**src/rtl/mux_rr_arbiter_pkg.sv**
```systemverilog
// rtl/mux_rr_arbiter_pkg.sv - shared types, sizes and helpers for the 4-lane round-robin mux arbiter
//
// Contents:
//   N_REQ          number of requester lanes
//   SEL_W          width of the mux select / lane index
//   arb_state_t    arbiter FSM states
//   onehot_to_idx  converts a one-hot (or zero) lane vector into a lane index
package mux_arb_pkg;

  localparam int N_REQ = 4;
  localparam int SEL_W = 2;

  typedef enum logic {
    IDLE  = 1'b0,
    GRANT = 1'b1
  } arb_state_t;

  // An all-zero input maps to index 0. OR-ing indices is exact for one-hot input.
  function automatic logic [SEL_W-1:0] onehot_to_idx(input logic [N_REQ-1:0] oh);
    logic [SEL_W-1:0] idx;
    idx = '0;
    for (int i = 0; i < N_REQ; i++) begin
      if (oh[i]) begin
        idx = idx | SEL_W'(i);
      end
    end
    return idx;
  endfunction

endpackage

```
**src/rtl/mux_rr_arbiter_if.sv**
```systemverilog
// rtl/mux_rr_arbiter_if.sv - requester/downstream bundle of the round-robin mux arbiter
//
// Signals:
//   req        lane requests, lane i holds req[i]=1 while it wants the mux
//   d          lane data, lane i at d[i*DW +: DW]
//   out_ready  downstream accepts y this cycle
//   gnt        one-hot (or zero) grant
//   sel        index of the granted lane, drives the mux
//   out_valid  y is valid, equals |gnt
//   y          data of the lane selected by sel
// Modports:
//   master     requesters plus downstream sink (drives req, d, out_ready)
//   slave      the arbiter itself (drives gnt, sel, out_valid, y)
interface mux_rr_arbiter_if
  import mux_arb_pkg::*;
#(
  parameter int DW = 1
) ();

  logic [N_REQ-1:0]    req;
  logic [N_REQ*DW-1:0] d;
  logic                out_ready;
  logic [N_REQ-1:0]    gnt;
  logic [SEL_W-1:0]    sel;
  logic                out_valid;
  logic [DW-1:0]       y;

  modport master (
    output req,
    output d,
    output out_ready,
    input  gnt,
    input  sel,
    input  out_valid,
    input  y
  );

  modport slave (
    input  req,
    input  d,
    input  out_ready,
    output gnt,
    output sel,
    output out_valid,
    output y
  );

endinterface

```
**src/rtl/mux_rr_arbiter_rr_pick4.sv**
```systemverilog
// rtl/mux_rr_arbiter_rr_pick4.sv - combinational 4-lane rotating priority picker
//
// Ports:
//   req     in   4  lane requests
//   mask    in   4  lanes excluded from this pick
//   ptr     in   2  highest-priority lane; search order ptr, ptr+1, ... mod 4
//   any     out  1  at least one eligible lane
//   idx     out  2  winning lane index (0 when any=0)
//   onehot  out  4  winning lane as one-hot (zero when any=0)
module rr_pick4
  import mux_arb_pkg::*;
(
  input  logic [N_REQ-1:0] req,
  input  logic [N_REQ-1:0] mask,
  input  logic [SEL_W-1:0] ptr,
  output logic             any,
  output logic [SEL_W-1:0] idx,
  output logic [N_REQ-1:0] onehot
);

  logic [N_REQ-1:0]   elig;
  logic [2*N_REQ-1:0] rot_dbl;
  logic [N_REQ-1:0]   rot;
  logic [N_REQ-1:0]   rot_oh;
  logic [SEL_W-1:0]   rot_idx;
  logic [2*N_REQ-1:0] back_dbl;

  always_comb begin
    elig     = req & ~mask;
    // Rotate right by ptr so lane ptr sits at bit 0 and gets fixed priority.
    rot_dbl  = {elig, elig} >> ptr;
    rot      = rot_dbl[N_REQ-1:0];
    // Isolate the lowest set bit: the first eligible lane in search order.
    rot_oh   = rot & (~rot + 4'd1);
    rot_idx  = onehot_to_idx(rot_oh);
    // Undo the rotation; the 2-bit add wraps 3->0 by itself.
    idx      = rot_idx + ptr;
    back_dbl = {rot_oh, rot_oh} << ptr;
    onehot   = back_dbl[2*N_REQ-1:N_REQ];
    any      = |elig;
  end

endmodule

```
**src/rtl/mux_rr_arbiter.sv**
```systemverilog
// rtl/mux_rr_arbiter.sv - round-robin arbiter owning the select lines of a shared 4:1 data mux
//
// Parameters:
//   DW        data width per requester lane
//   MAX_HOLD  accepted transfers a grantee may take before yielding to pending lanes (>=1)
// Ports:
//   clk    in     system clock, rising edge
//   rst_n  in     asynchronous active-low reset
//   bus    slave  req/d/out_ready in, gnt/sel/out_valid/y out (see mux_rr_arbiter_if)
module mux_rr_arbiter
  import mux_arb_pkg::*;
#(
  parameter int DW       = 1,
  parameter int MAX_HOLD = 8
) (
  input  logic           clk,
  input  logic           rst_n,
  mux_rr_arbiter_if.slave bus
);

  localparam int              HW       = $clog2(MAX_HOLD + 1);
  localparam logic [HW-1:0]   HOLD_MAX = HW'(MAX_HOLD);

  arb_state_t       state;
  logic [SEL_W-1:0] ptr;
  logic [HW-1:0]    hold_cnt;
  logic [N_REQ-1:0] gnt_q;
  logic [SEL_W-1:0] sel_q;

  logic             xfer;
  logic             own_req;
  logic             others;
  logic [HW-1:0]    hold_inc;
  logic             rel_a;
  logic             rel_b;
  logic [N_REQ-1:0] pick_mask;
  logic             pick_any;
  logic [SEL_W-1:0] pick_idx;
  logic [N_REQ-1:0] pick_oh;

  always_comb begin
    xfer     = (|gnt_q) & bus.out_ready;
    own_req  = |(bus.req & gnt_q);
    others   = |(bus.req & ~gnt_q);
    hold_inc = (hold_cnt == HOLD_MAX) ? hold_cnt : hold_cnt + 1'b1;
    // Grantee has gone away (also covers a drop during backpressure: data is dropped).
    rel_a    = (state == GRANT) && !own_req;
    // Quota used up on this very transfer and somebody else is waiting.
    rel_b    = (state == GRANT) && xfer && (hold_inc == HOLD_MAX) && others;
    // Only a quota release must hide the current owner; on rel_a its req is 0 anyway.
    pick_mask = rel_b ? gnt_q : '0;
  end

  rr_pick4 u_pick (
    .req    (bus.req),
    .mask   (pick_mask),
    .ptr    (ptr),
    .any    (pick_any),
    .idx    (pick_idx),
    .onehot (pick_oh)
  );

  always_ff @(posedge clk or negedge rst_n) begin
    if (!rst_n) begin
      state    <= IDLE;
      ptr      <= '0;
      hold_cnt <= '0;
      gnt_q    <= '0;
      sel_q    <= '0;
    end else begin
      case (state)
        IDLE: begin
          if (pick_any) begin
            gnt_q    <= pick_oh;
            sel_q    <= pick_idx;
            ptr      <= pick_idx + 2'd1;
            hold_cnt <= '0;
            state    <= GRANT;
          end
        end
        GRANT: begin
          if (rel_a || rel_b) begin
            if (pick_any) begin
              // Hand over directly, no idle cycle between owners.
              gnt_q    <= pick_oh;
              sel_q    <= pick_idx;
              ptr      <= pick_idx + 2'd1;
              hold_cnt <= '0;
            end else begin
              // sel keeps its last value so it only moves together with a new grant.
              gnt_q    <= '0;
              hold_cnt <= '0;
              state    <= IDLE;
            end
          end else if (xfer) begin
            // Saturates; a lone requester past its quota keeps the mux.
            hold_cnt <= hold_inc;
          end
        end
        default: begin
          state <= IDLE;
        end
      endcase
    end
  end

  always_comb begin
    case (sel_q)
      2'd0:    bus.y = bus.d[0*DW +: DW];
      2'd1:    bus.y = bus.d[1*DW +: DW];
      2'd2:    bus.y = bus.d[2*DW +: DW];
      default: bus.y = bus.d[3*DW +: DW];
    endcase
  end

  assign bus.gnt       = gnt_q;
  assign bus.sel       = sel_q;
  assign bus.out_valid = |gnt_q;

endmodule

```
**src/flat_wrapper.sv**
```systemverilog
// flat-port wrapper written by rule: the top's interface ports become plain ports
module mux_rr_arbiter_flat import mux_arb_pkg::*;
#(
  parameter int DW       = 1,
  parameter int MAX_HOLD = 8
)
  (clk, rst_n, bus_req, bus_d, bus_out_ready, bus_gnt, bus_sel, bus_out_valid, bus_y);
  mux_rr_arbiter_if #(.DW(DW)) bus_i ();
  input  logic clk;
  input  logic rst_n;
  input wire logic [$bits(bus_i.req)-1:0] bus_req;
  input wire logic [$bits(bus_i.d)-1:0] bus_d;
  input wire logic [$bits(bus_i.out_ready)-1:0] bus_out_ready;
  output wire logic [$bits(bus_i.gnt)-1:0] bus_gnt;
  output wire logic [$bits(bus_i.sel)-1:0] bus_sel;
  output wire logic [$bits(bus_i.out_valid)-1:0] bus_out_valid;
  output wire logic [$bits(bus_i.y)-1:0] bus_y;
  assign bus_i.req = bus_req;
  assign bus_i.d = bus_d;
  assign bus_i.out_ready = bus_out_ready;
  assign bus_gnt = bus_i.gnt;
  assign bus_sel = bus_i.sel;
  assign bus_out_valid = bus_i.out_valid;
  assign bus_y = bus_i.y;
  mux_rr_arbiter #(.DW(DW), .MAX_HOLD(MAX_HOLD)) u_core (.clk(clk), .rst_n(rst_n), .bus(bus_i));
endmodule
```
**config.mk**
```make
export PLATFORM = sky130hd
export DESIGN_NAME = mux_rr_arbiter_flat
export DESIGN_NICKNAME = d
export VERILOG_FILES = /design/src/rtl/mux_rr_arbiter_pkg.sv /design/src/rtl/mux_rr_arbiter_if.sv /design/src/rtl/mux_rr_arbiter_rr_pick4.sv /design/src/rtl/mux_rr_arbiter.sv /design/src/flat_wrapper.sv
export SDC_FILE = /design/constraint.sdc
export NUM_CORES = 1
export LEC_CHECK = 0
export ABC_AREA = 1
export BUFFER_PORTS_ARGS = -buffer_cell sky130_fd_sc_hd__clkbuf_2
export CAP_MARGIN = 20
export CORE_ASPECT_RATIO = 1.1
export CORE_MARGIN = 8
export CORE_UTILIZATION = 40
export DETAILED_ROUTE_END_ITERATION = 7
export PLACE_DENSITY_LB_ADDON = 0.25
export SLEW_MARGIN = 0
export SYNTH_ARGS = -nofsm -noshare
export SYNTH_HDL_FRONTEND = slang
export SYNTH_SLANG_ARGS = --single-unit
```
**constraint.sdc**
```tcl
create_clock -name clk -period 2.5 [get_ports clk]
set_clock_uncertainty 0.2 [all_clocks]
set_input_delay 0.125 -clock clk [delete_from_list [all_inputs] [get_ports clk]]
set_output_delay 0.125 -clock clk [all_outputs]
set_load 0.05 [all_outputs]
```
==> results.sh <==
export IMPL_max_stage_delay_ns=0.40
export IMPL_antenna_found_initial=0
export IMPL_die_area_sq_um=4970
export IMPL_cts_buffers_inserted=3
export IMPL_ff_latch_area_sq_um=330
export IMPL_cts_reportedPaths_clkPinSlew_ns=0.08
export IMPL_clk_latency_ns=0.28
export IMPL_synth_top_cell_area_share=0.274
export IMPL_overflow=0
export IMPL_maxSlewViolCount=0
export IMPL_grt_pass1_wl_mm=5.80
export IMPL_synth_seq_cells=13
export IMPL_finalPower_w=0.00238
export IMPL_synth_compound_area_frac=0.108
export IMPL_vias=1392
export IMPL_route_final_wire_length_mm=3.66
export IMPL_die_w_um=68.0
export IMPL_vias_per_cell=5.21
export IMPL_io_pins=19
export IMPL_finalNetCount=249
export IMPL_multi_input_area_sq_um=905
export IMPL_cp_end_kind="flop"
export IMPL_globalplace_congestion=0.854
export IMPL_yosysUniqueCellTypes=26
export IMPL_power_internal_w=0.00110
export IMPL_final_setup_viol_count=8
export IMPL_cp_required_ns=2.48
export IMPL_path_cells="buf_4 > ha_1 > nand3_1 > o21ai_2 > nor2_4 > nand3_2 > nand3_2 > nand2_2 > o21ai_2 > nand2_2 > a21oi_4 > ha_4 > xor2_2 > inv_1 > nand2_2 > nand3_2 > nand2_1 > nand2_1"
export IMPL_synth_top_family_by_area="simple AND/OR/NAND/NOR gates"
export IMPL_synth_edf_count=0
export IMPL_yosys_area_share_simple=0.468
export IMPL_yosys_most_used_dff="dfrtp_1"
export IMPL_critPathSlowestCell="dfrtp_1"
export IMPL_rr_startpoint="u_core.hold_cnt[0]"
export IMPL_p_switching_w=0.00128
export IMPL_setup_worst_path_start="u_core.hold_cnt[0]"
export IMPL_synth_area_leaders="dfrtp_1, nand2_1, nand3_1"
export IMPL_power_frac_seq=0.146
export IMPL_muxShareOfSynthArea=0
export IMPL_yosysTopAreaCell="dfrtp_1"
export IMPL_p_leak_nw=0.891
export IMPL_cp_top_family="simple AND/OR/NAND/NOR gates"
export IMPL_avgSynthCellArea_sq_um=6.60
export IMPL_fillers=242
export IMPL_final_antenna_net_count=0
export IMPL_drc=0
export IMPL_ir_drop_mv=0.866
export IMPL_port_buffers=18
export IMPL_crit_path_start_kind="flop"
export IMPL_status="complete, but fails checks"
export IMPL_synth_area_sq_um=1190
export IMPL_power_per_cell_area_nw_per_um2=1350
export IMPL_ys_seq_area_frac=0.274
export IMPL_drive_gt1_frac=0.470
export IMPL_violations="setup timing"
export IMPL_grt_pass1_vias=1349
export IMPL_n_antenna_cell=0
export IMPL_synth_most_common_cell="nand2_1"
export IMPL_wl_per_cell_um=13.7
export IMPL_rsz0062_at_grt="true"
export IMPL_reg2reg_slack_ns=-0.26
export IMPL_tightestPinTransition_ns=0.363
export IMPL_post_synth_xor_area_fraction=0.00737
export IMPL_cts_root_buf="clkbuf_4"
export IMPL_dr_first_iter_drc_count=55
export IMPL_whs_ns=0.0668
export IMPL_arrival_ns=2.74
export IMPL_synthAdderAreaFrac=0.0316
export IMPL_finalHoldViolations=0
export IMPL_path_max_fanout=5
export IMPL_cts_htree_levels=1
export IMPL_firstDrtPassIters=5
export IMPL_rows=20
export IMPL_p_comb_frac=0.798
export IMPL_fin_crit_sh=1.10
export IMPL_final_core_util=0.630
export IMPL_critPathKind="flop to flop"
export IMPL_synth_yosys_warnings=0
export IMPL_initial_core_util=0.424
export IMPL_holdCritPathClass="input port to asynchronous set/reset pin"
export IMPL_post_dp_hpwl_mm=2.64
export IMPL_syn_nets=194
export IMPL_setup_slack_ns=-0.261
export IMPL_track_usage=0.148
export IMPL_clock_power_share=0.056
export IMPL_synthCells=180
export IMPL_areaGrowthSynthToFinish_pct=48.6
export IMPL_core_sq_um=2800
export IMPL_cts_buffer_depth=2
export IMPL_setup_tns_ns=-1.50
export IMPL_async_flop_share=1.00
export IMPL_synthTopCellsByCount="nand2_1, nand3_1, inv_1"
export IMPL_min_period_ns=2.76
export IMPL_maxCapViolations=0
export IMPL_worst_path_buf_inv=2
export IMPL_slew_headroom=0.758
export IMPL_grt_max_degree=14
export IMPL_die_h_um=73.2
export IMPL_cts_tree="done"
export IMPL_cts_sinks=13
export IMPL_fmax_ghz=0.362
export IMPL_sw_frac_of_total=0.537
==> worst register-to-register path: stages (launching register included) <==
cell and delay [ns]:
dfrtp_1 0.40, buf_4 0.14, ha_1 0.22, nand3_1 0.10, o21ai_2 0.09, nor2_4 0.19, nand3_2 0.13, nand3_2 0.10
nand2_2 0.08, o21ai_2 0.15, nand2_2 0.09, a21oi_4 0.15, ha_4 0.15, xor2_2 0.15, inv_1 0.07, nand2_2 0.08
nand3_2 0.08, nand2_1 0.06, nand2_1 0.05
==> placed cells by master, fill, tap and decap left out, types with 2 or more instances in the layout <==
master / count
nand2_1: 51
buf_4: 32
nand3_1: 20
inv_1: 18
clkbuf_2: 18
nand3_2: 15
dfrtp_1: 9
nor2_1: 7
nand2_2: 7
o21ai_2: 6
inv_2: 4
nand2_4: 4
nor2_4: 4
nand4_1: 4
dfrtp_2: 4
o21ai_0: 3
a21oi_1: 3
o21ai_1: 3
clkbuf_4: 3
clkinv_1: 2
nor2_2: 2
ha_4: 2
buf_6: 2
==> routing by layer <==
layer	up-vias	track usage	wire, um
li1	698	-	-
met1	661	0.151	1330
met2	26	0.289	2170
met3	7	0.0200	105
met4	0	0.0501	51
met5	-	0	0
==> logic make-up (layout without fill, tap and decap cells) <==
group,after synthesis,after routing
simple gates,116,116
xor+xnor,1,1
buf+inv,28,82
flops,13,13
fa+ha+maj,3,3
compound gates,19,19
==> power groups by stage <==
stage	sequential, W	clock (W)	combinational, W
final	0.000348	0.000133	0.00190
after floorplan	0.000496	0	0.000942
after detailed placement	0.000353	0	0.00150
after CTS	0.000346	0.000136	0.00172
after global placement	0.000348	0	0.00147
after global routing	0.000357	0.000144	0.00208
==> through the flow <==
stage | setup WS [ns] | area (sq um) | cells
after floorplan | -0.123 | 1240 | 180
after CTS | -0.251 | 1650 | 260
after global routing | -0.475 | 1770 | 267
final | -0.261 | 1770 | 267
after detailed placement | -0.315 | 1470 | 246
after global placement | -0.217 | 1470 | 246
==> state kept, by name (all words and copies together), names as in the netlist <==
name             count
u_core.hold_cnt      4
u_core.bus.gnt       4
u_core.state         1
u_core.ptr           2
u_core.bus.sel       2
==> cell type report <==
| class | instances | area share |
|---|---|---|
| well taps | 33 | 0.0234 |
| multi-input cells | 139 | 0.512 |
| inverters | 25 | 0.0574 |
| clock buffers | 4 | 0.0149 |
| flip-flops and latches | 13 | 0.187 |
| repair buffers | 53 | 0.205 |
==> path summary, 6_finish.rpt <==
check | end | cells past startpoint
worst max-delay path | u_core.ptr[1] | 18
worst min-delay path | u_core.hold_cnt[3] | 2
worst max register to register | u_core.ptr[1] | 18
worst min register to register | u_core.bus.sel[1] | 2
max in group asynchronous | u_core.bus.gnt[0] | 2
min in group clk | u_core.state | 5
==> repair_timing <==
item	4_1_cts	5_1_grt
pin swaps	11	7
resized for setup	21	12
hold buffers	1	0
buffers inserted	9	10
setup endpoints to repair	12	12
hold endpoints to repair	13	0
Note: power is estimated with default switching activity, not from simulation.
